**src/rtl/stepper_axis_driver.sv**
```systemverilog
// stepper_axis_driver
// Converts per-axis speed/direction words into step/dir pulse trains for two
// stepper drivers (X and Y) and tracks a signed position count per axis.
// Optional feature macro: SOFT_LIMIT_EN (blocks moves beyond +/-POS_LIMIT).
module stepper_axis_driver #(
    parameter int BASE_DIV  = 4,
    parameter int PULSE_W   = 2,
    parameter int DIR_SETUP = 3,
    parameter int SPEED_MAX = 15,
    parameter int POS_W     = 16,
    parameter int POS_LIMIT = 1000
) (
    input  logic                    clock,
    input  logic                    ctrl_reset_n,
    input  logic [31:0]             xSpeed,
    input  logic [31:0]             xDirection,
    input  logic [31:0]             ySpeed,
    input  logic [31:0]             yDirection,
    input  logic                    zero_pos,
    output logic                    step_x,
    output logic                    step_y,
    output logic                    dir_x,
    output logic                    dir_y,
    output logic                    busy_x,
    output logic                    busy_y,
    output logic signed [POS_W-1:0] pos_x,
    output logic signed [POS_W-1:0] pos_y,
    output logic                    limit_x,
    output logic                    limit_y
);

    typedef enum logic [1:0] {IDLE, SETUP, PULSE, GAP} state_t;

    localparam logic [31:0] SPEED_CAP = 32'(SPEED_MAX);

    // Axis 0 is X, axis 1 is Y.
    logic [1:0][31:0]      speed_vec;
    logic [1:0]            dir_req_vec;
    logic [1:0]            step_vec;
    logic [1:0]            dir_vec;
    logic [1:0]            busy_vec;
    logic [1:0]            limit_vec;
    logic [1:0][POS_W-1:0] pos_vec;
    logic                  unused_dir_bits;

    assign speed_vec       = {ySpeed, xSpeed};
    assign dir_req_vec     = {yDirection[0], xDirection[0]};
    assign unused_dir_bits = ^{xDirection[31:1], yDirection[31:1]};

    genvar gi;
    generate
        for (gi = 0; gi < 2; gi++) begin : gen_axis
            state_t           state_reg;
            logic [31:0]      cnt_reg;
            logic [31:0]      gap_load_reg;
            logic             step_reg;
            logic             dir_reg;
            logic             busy_reg;
            logic [POS_W-1:0] pos_reg;
            logic             limit_reg;

            logic [31:0] speed_eff;
            logic [31:0] period_now;
            logic        at_decision;
            logic        want_move;
            logic        blocked;
            logic        go_pulse;
            logic        go_setup;
            logic        go_idle;

            // Full-width clamp so huge speed words saturate instead of aliasing.
            assign speed_eff  = (speed_vec[gi] > SPEED_CAP) ? SPEED_CAP : speed_vec[gi];
            assign period_now = 32'(BASE_DIV) * (SPEED_CAP + 32'd1 - speed_eff);

            // Decisions happen every IDLE cycle and on the final GAP cycle.
            assign at_decision = (state_reg == IDLE) || ((state_reg == GAP) && (cnt_reg == 32'd0));
            assign want_move   = at_decision && (speed_eff != 32'd0);

`ifdef SOFT_LIMIT_EN
            localparam logic signed [POS_W-1:0] POS_HI = POS_W'(POS_LIMIT);
            localparam logic signed [POS_W-1:0] POS_LO = -POS_HI;

            assign blocked = want_move &&
                             (( dir_req_vec[gi] && ($signed(pos_reg) >= POS_HI)) ||
                              (!dir_req_vec[gi] && ($signed(pos_reg) <= POS_LO)));

            // Limit flag tracks the outcome of the latest moving decision.
            always_ff @(posedge clock) begin
                if (!ctrl_reset_n) begin
                    limit_reg <= 1'b0;
                end else if (zero_pos) begin
                    limit_reg <= 1'b0;
                end else if (want_move) begin
                    limit_reg <= blocked;
                end
            end
`else
            assign blocked   = 1'b0;
            assign limit_reg = 1'b0;
`endif

            assign go_setup = want_move && !blocked && (dir_req_vec[gi] != dir_reg);
            assign go_pulse = (want_move && !blocked && (dir_req_vec[gi] == dir_reg)) ||
                              ((state_reg == SETUP) && (cnt_reg == 32'd0));
            assign go_idle  = at_decision && !go_setup && !go_pulse;

            // Axis sequencer: IDLE -> (SETUP) -> PULSE -> GAP -> decision.
            always_ff @(posedge clock) begin
                if (!ctrl_reset_n) begin
                    state_reg    <= IDLE;
                    cnt_reg      <= 32'd0;
                    gap_load_reg <= 32'd0;
                    step_reg     <= 1'b0;
                    dir_reg      <= 1'b0;
                    busy_reg     <= 1'b0;
                end else if (go_pulse) begin
                    // Period is frozen here so speed changes only act at the next decision.
                    state_reg    <= PULSE;
                    step_reg     <= 1'b1;
                    busy_reg     <= 1'b1;
                    cnt_reg      <= 32'(PULSE_W - 1);
                    gap_load_reg <= period_now - 32'(PULSE_W + 1);
                end else if (go_setup) begin
                    state_reg <= SETUP;
                    dir_reg   <= dir_req_vec[gi];
                    step_reg  <= 1'b0;
                    busy_reg  <= 1'b1;
                    cnt_reg   <= 32'(DIR_SETUP - 1);
                end else if (go_idle) begin
                    state_reg <= IDLE;
                    step_reg  <= 1'b0;
                    busy_reg  <= 1'b0;
                    cnt_reg   <= 32'd0;
                end else if ((state_reg == PULSE) && (cnt_reg == 32'd0)) begin
                    state_reg <= GAP;
                    step_reg  <= 1'b0;
                    cnt_reg   <= gap_load_reg;
                end else begin
                    cnt_reg <= cnt_reg - 32'd1;
                end
            end

            // Position counter; a coincident clear beats the step count.
            always_ff @(posedge clock) begin
                if (!ctrl_reset_n) begin
                    pos_reg <= '0;
                end else if (zero_pos) begin
                    pos_reg <= '0;
                end else if (go_pulse) begin
                    pos_reg <= dir_reg ? (pos_reg + POS_W'(1)) : (pos_reg - POS_W'(1));
                end
            end

            assign step_vec[gi]  = step_reg;
            assign dir_vec[gi]   = dir_reg;
            assign busy_vec[gi]  = busy_reg;
            assign pos_vec[gi]   = pos_reg;
            assign limit_vec[gi] = limit_reg;
        end
    endgenerate

    assign step_x  = step_vec[0];
    assign step_y  = step_vec[1];
    assign dir_x   = dir_vec[0];
    assign dir_y   = dir_vec[1];
    assign busy_x  = busy_vec[0];
    assign busy_y  = busy_vec[1];
    assign pos_x   = pos_vec[0];
    assign pos_y   = pos_vec[1];
    assign limit_x = limit_vec[0];
    assign limit_y = limit_vec[1];

endmodule

```
**config.mk**
```make
export PLATFORM = sky130hd
export DESIGN_NAME = stepper_axis_driver
export DESIGN_NICKNAME = d
export VERILOG_FILES = /design/src/rtl/stepper_axis_driver.sv
export SDC_FILE = /design/constraint.sdc
export NUM_CORES = 1
export LEC_CHECK = 0
export ABC_CLOCK_PERIOD_IN_PS = 7600
export CELL_PAD_IN_SITES_DETAIL_PLACEMENT = 0
export CELL_PAD_IN_SITES_GLOBAL_PLACEMENT = 1
export CORE_ASPECT_RATIO = 0.8
export CORE_MARGIN = 2
export CORE_UTILIZATION = 40
export CTS_CLUSTER_DIAMETER = 150
export DETAILED_ROUTE_END_ITERATION = 6
export GPL_ROUTABILITY_DRIVEN = 0
export PLACE_DENSITY_LB_ADDON = 0.1
export SLEW_MARGIN = 20
export SYNTH_ARGS = -nofsm -noshare
export SYNTH_HDL_FRONTEND = slang
export SYNTH_SLANG_ARGS = --single-unit
```
**constraint.sdc**
```tcl
create_clock -name clock -period 7.6 [get_ports clock]
set_input_delay 1.9 -clock clock [delete_from_list [all_inputs] [get_ports clock]]
set_output_delay 1.9 -clock clock [all_outputs]
set_load 0.05 [all_outputs]
```
==> results.md <==
- Clock buffer depth: 2
- Max reg flops: 64
- Layout Nets: 1256
- Pins Over Slew Limit: 0
- Max Cap Violations: 0
- Vias in the first global route: 6829
- CTS resizes: 0
- CTS tree: built
- Most frequent cells in the layout: 168 x dfxtp_1, 121 x nor2_1, 106 x clkdlybuf4s50_1
- Clk sinks: 168
- Seq/Total Area, Yosys: 39.9%
- Clk_skew: 0.0111 ns
- Reg2reg start: gen_axis[1].cnt_reg[0]
- Antenna cell count: 0
- Most common cell after layout, fill and taps aside: dfxtp_1
- Fmax: 175 MHz
- Data required time at the worst endpoint: 7.96 ns
- Worst-Margin Slew: 0.903 ns
- CTS hold repair buffers: 0
- DRC: 0
- H-tree depth: 4
- Relative slew slack: 39.8%
- Post-synthesis cell type count: 68
- Critical path startpoint category: primary input
- Post-synth EDFFs: 0
- Cells after DPL: 1341
- Seq cells post-synth: 168
- Post-synth ARST share: 0%
- Pwr Density: 569 nW/µm²
- HP Start: gen_axis[1].gap_load_reg[4]
- Setup WS post-layout: 1.89 ns
- Initial core utilization: 40.7%
- Crit path from: ySpeed[25]
- Crit. End Element: flop
- Vias: 7091
- Post-route cell area: 10300 µm²
- Hpwl dp: 13500 µm
- WL final: 19700 µm
- Antenna viol nets, final: 0
- WL/cell: 14.3 µm
- Layout area overhead: 22.2%
- Num CTS Buffers: 17
- Total GRT Usage: 18.3%
- Final Power: 5.87 mW
- Post-Synthesis Cells: 999
- Mean Syn Cell Area: 8.44 µm²
- Worst R2R Setup Slack: 3.75 ns
- Area of the die: 22300 µm²
- Final Setup Violations: 0
- Layout cell share with drive strength beyond 1: 5.80%
- Chip height: 134 µm
- Status: complete, no violations
- Yosys warns: 0
- First-pass GRT wire length: 33900 µm
- CTS clock-pin slew for the worst setup and hold paths: 0.06 ns
- Chip width: 166 µm
- Minimum clock period: 5.71 ns
- Initial antenna violation count: 1
- Hold Path Class: flop to flop
- IO buf count: 106
- Unrepaired setup endpoints after global routing: false
- CP Max Fanout: 22
- Cell Rows: 47
- Crit Path Class: primary input to flop
- Fillers: 2070
- Util after Layout: 49.8%
- Hold WS: 0.459 ns
- Lkg Pwr: 4.03 nW
- Post-CTS setup buffer count: 0
- Root Buffer: clkbuf_16
- Clk_lat worst skew: 0.42 ns
- Vias per cell: 5.16
- Maximum vdd drop: 240 µV
- First-pass DRT Iterations: 4
- Largest net degree at the start of global routing: 49
- Post-Layout Cell Count: 1373
- Place WS: 1.39 ns
- Final period util: 75.1%
- Mapped Area: 8430 µm²
- Worst Path Arrival: 6.07 ns
- Final hold vios: 0
- Setup TNS: 0 ns
- Grt ovf: 0
- Dpl cell area: 9740 µm²
- Top Ports: 171
- Core area: 20700 µm²
- Post-synth top flop: dfxtp_1
- DR iter-0 viols: 308
area by class of cell:
cell class              instances  area, µm²  area share [%]
multi-input cells             768       4820            46.8
clock buffers                  18        429            4.17
clock inverters                14        136            1.32
repair buffers                118       1150            11.2
well taps                     269        337            3.27
flip-flops and latches        168       3360            32.6
inverters                      18       67.6           0.656
power by group:
part	switching, mW	total (mW)	internal (mW)
Clock	0.386	0.846	0.460
Sequential	0.273	1.51	1.23
Combinational	2.06	3.51	1.45
Total	2.72	5.87	3.15
synth_stat cells (2+ instances only):
library cell  number  area (µm²)
or4_1             13        97.6
a211oi_1          30         225
o41ai_1            2        17.5
clkbuf_1          33         124
buf_2              9        45.0
a21o_1             9        67.6
nor4b_1            2        17.5
nand4_1            5        31.3
o2111ai_1          2        17.5
o211ai_1           4        30.0
nand3_1           36         180
xnor2_1           54         473
or4_4              2        22.5
a21boi_0          25         188
a21oi_1           50         250
a31oi_1            3        18.8
o21ai_0           44         220
mux2i_1            2        20.0
dfxtp_1          168        3360
nand3b_1           5        37.5
and3_1             3        18.8
o31a_1             2        17.5
inv_1             18        67.6
nor2_1           121         454
xor2_1            28         245
ha_1              32         400
nand2_1          100         375
nor2b_1           10        62.6
nor4_2             2        25.0
nand2b_1           8        50.1
nor4_1            22         138
nor3_1            38         190
o21bai_1           3        22.5
a211o_1            3        26.3
or3_1             14        87.6
fa_1               2        40.0
o21a_1            48         360
or2_2             10        62.6
buf_4              3        22.5
o31ai_1            6        45.0
cell families after synthesis:
kind of cell	count (synthesis)	share of synthesized area, %
xor+xnor	82	8.52
simple gates	397	22.6
fa+ha+maj	35	5.34
mux	2	0.237
compound gates	250	20.2
flops	168	39.9
other cells	1	0.0445
buf+inv	64	3.21
routing by layer:
layer	global-route usage, %	vias up	part of all wire, %
met3	5.49	7	5.5
met4	3.45	0	0.46
met2	27.9	121	42
li1	-	3741	-
met1	26.0	3222	52
met5	0	-	0
path summary, 6_finish.rpt:
path | end | depth (start not counted)
worst min register to register | gen_axis[1].gap_load_reg[4] | 2
worst max register to register | gen_axis[1].gap_load_reg[23] | 11
worst max-delay path | gen_axis[1].gap_load_reg[8] | 14
worst min-delay path | gen_axis[1].gap_load_reg[4] | 2
critical path, cell delays in order:
cell	delay (ns)
clkdlybuf4s50_1	0.40
nor4_1	0.29
nand4_1	0.25
or2_2	0.37
nor2_1	0.19
ha_1	0.25
nand2b_1	0.08
or2_2	0.29
o311ai_0	0.49
o41ai_4	0.18
a21o_1	0.38
buf_4	0.31
a21boi_2	0.47
o21a_1	0.20
Power figures use the tool's default switching activity.
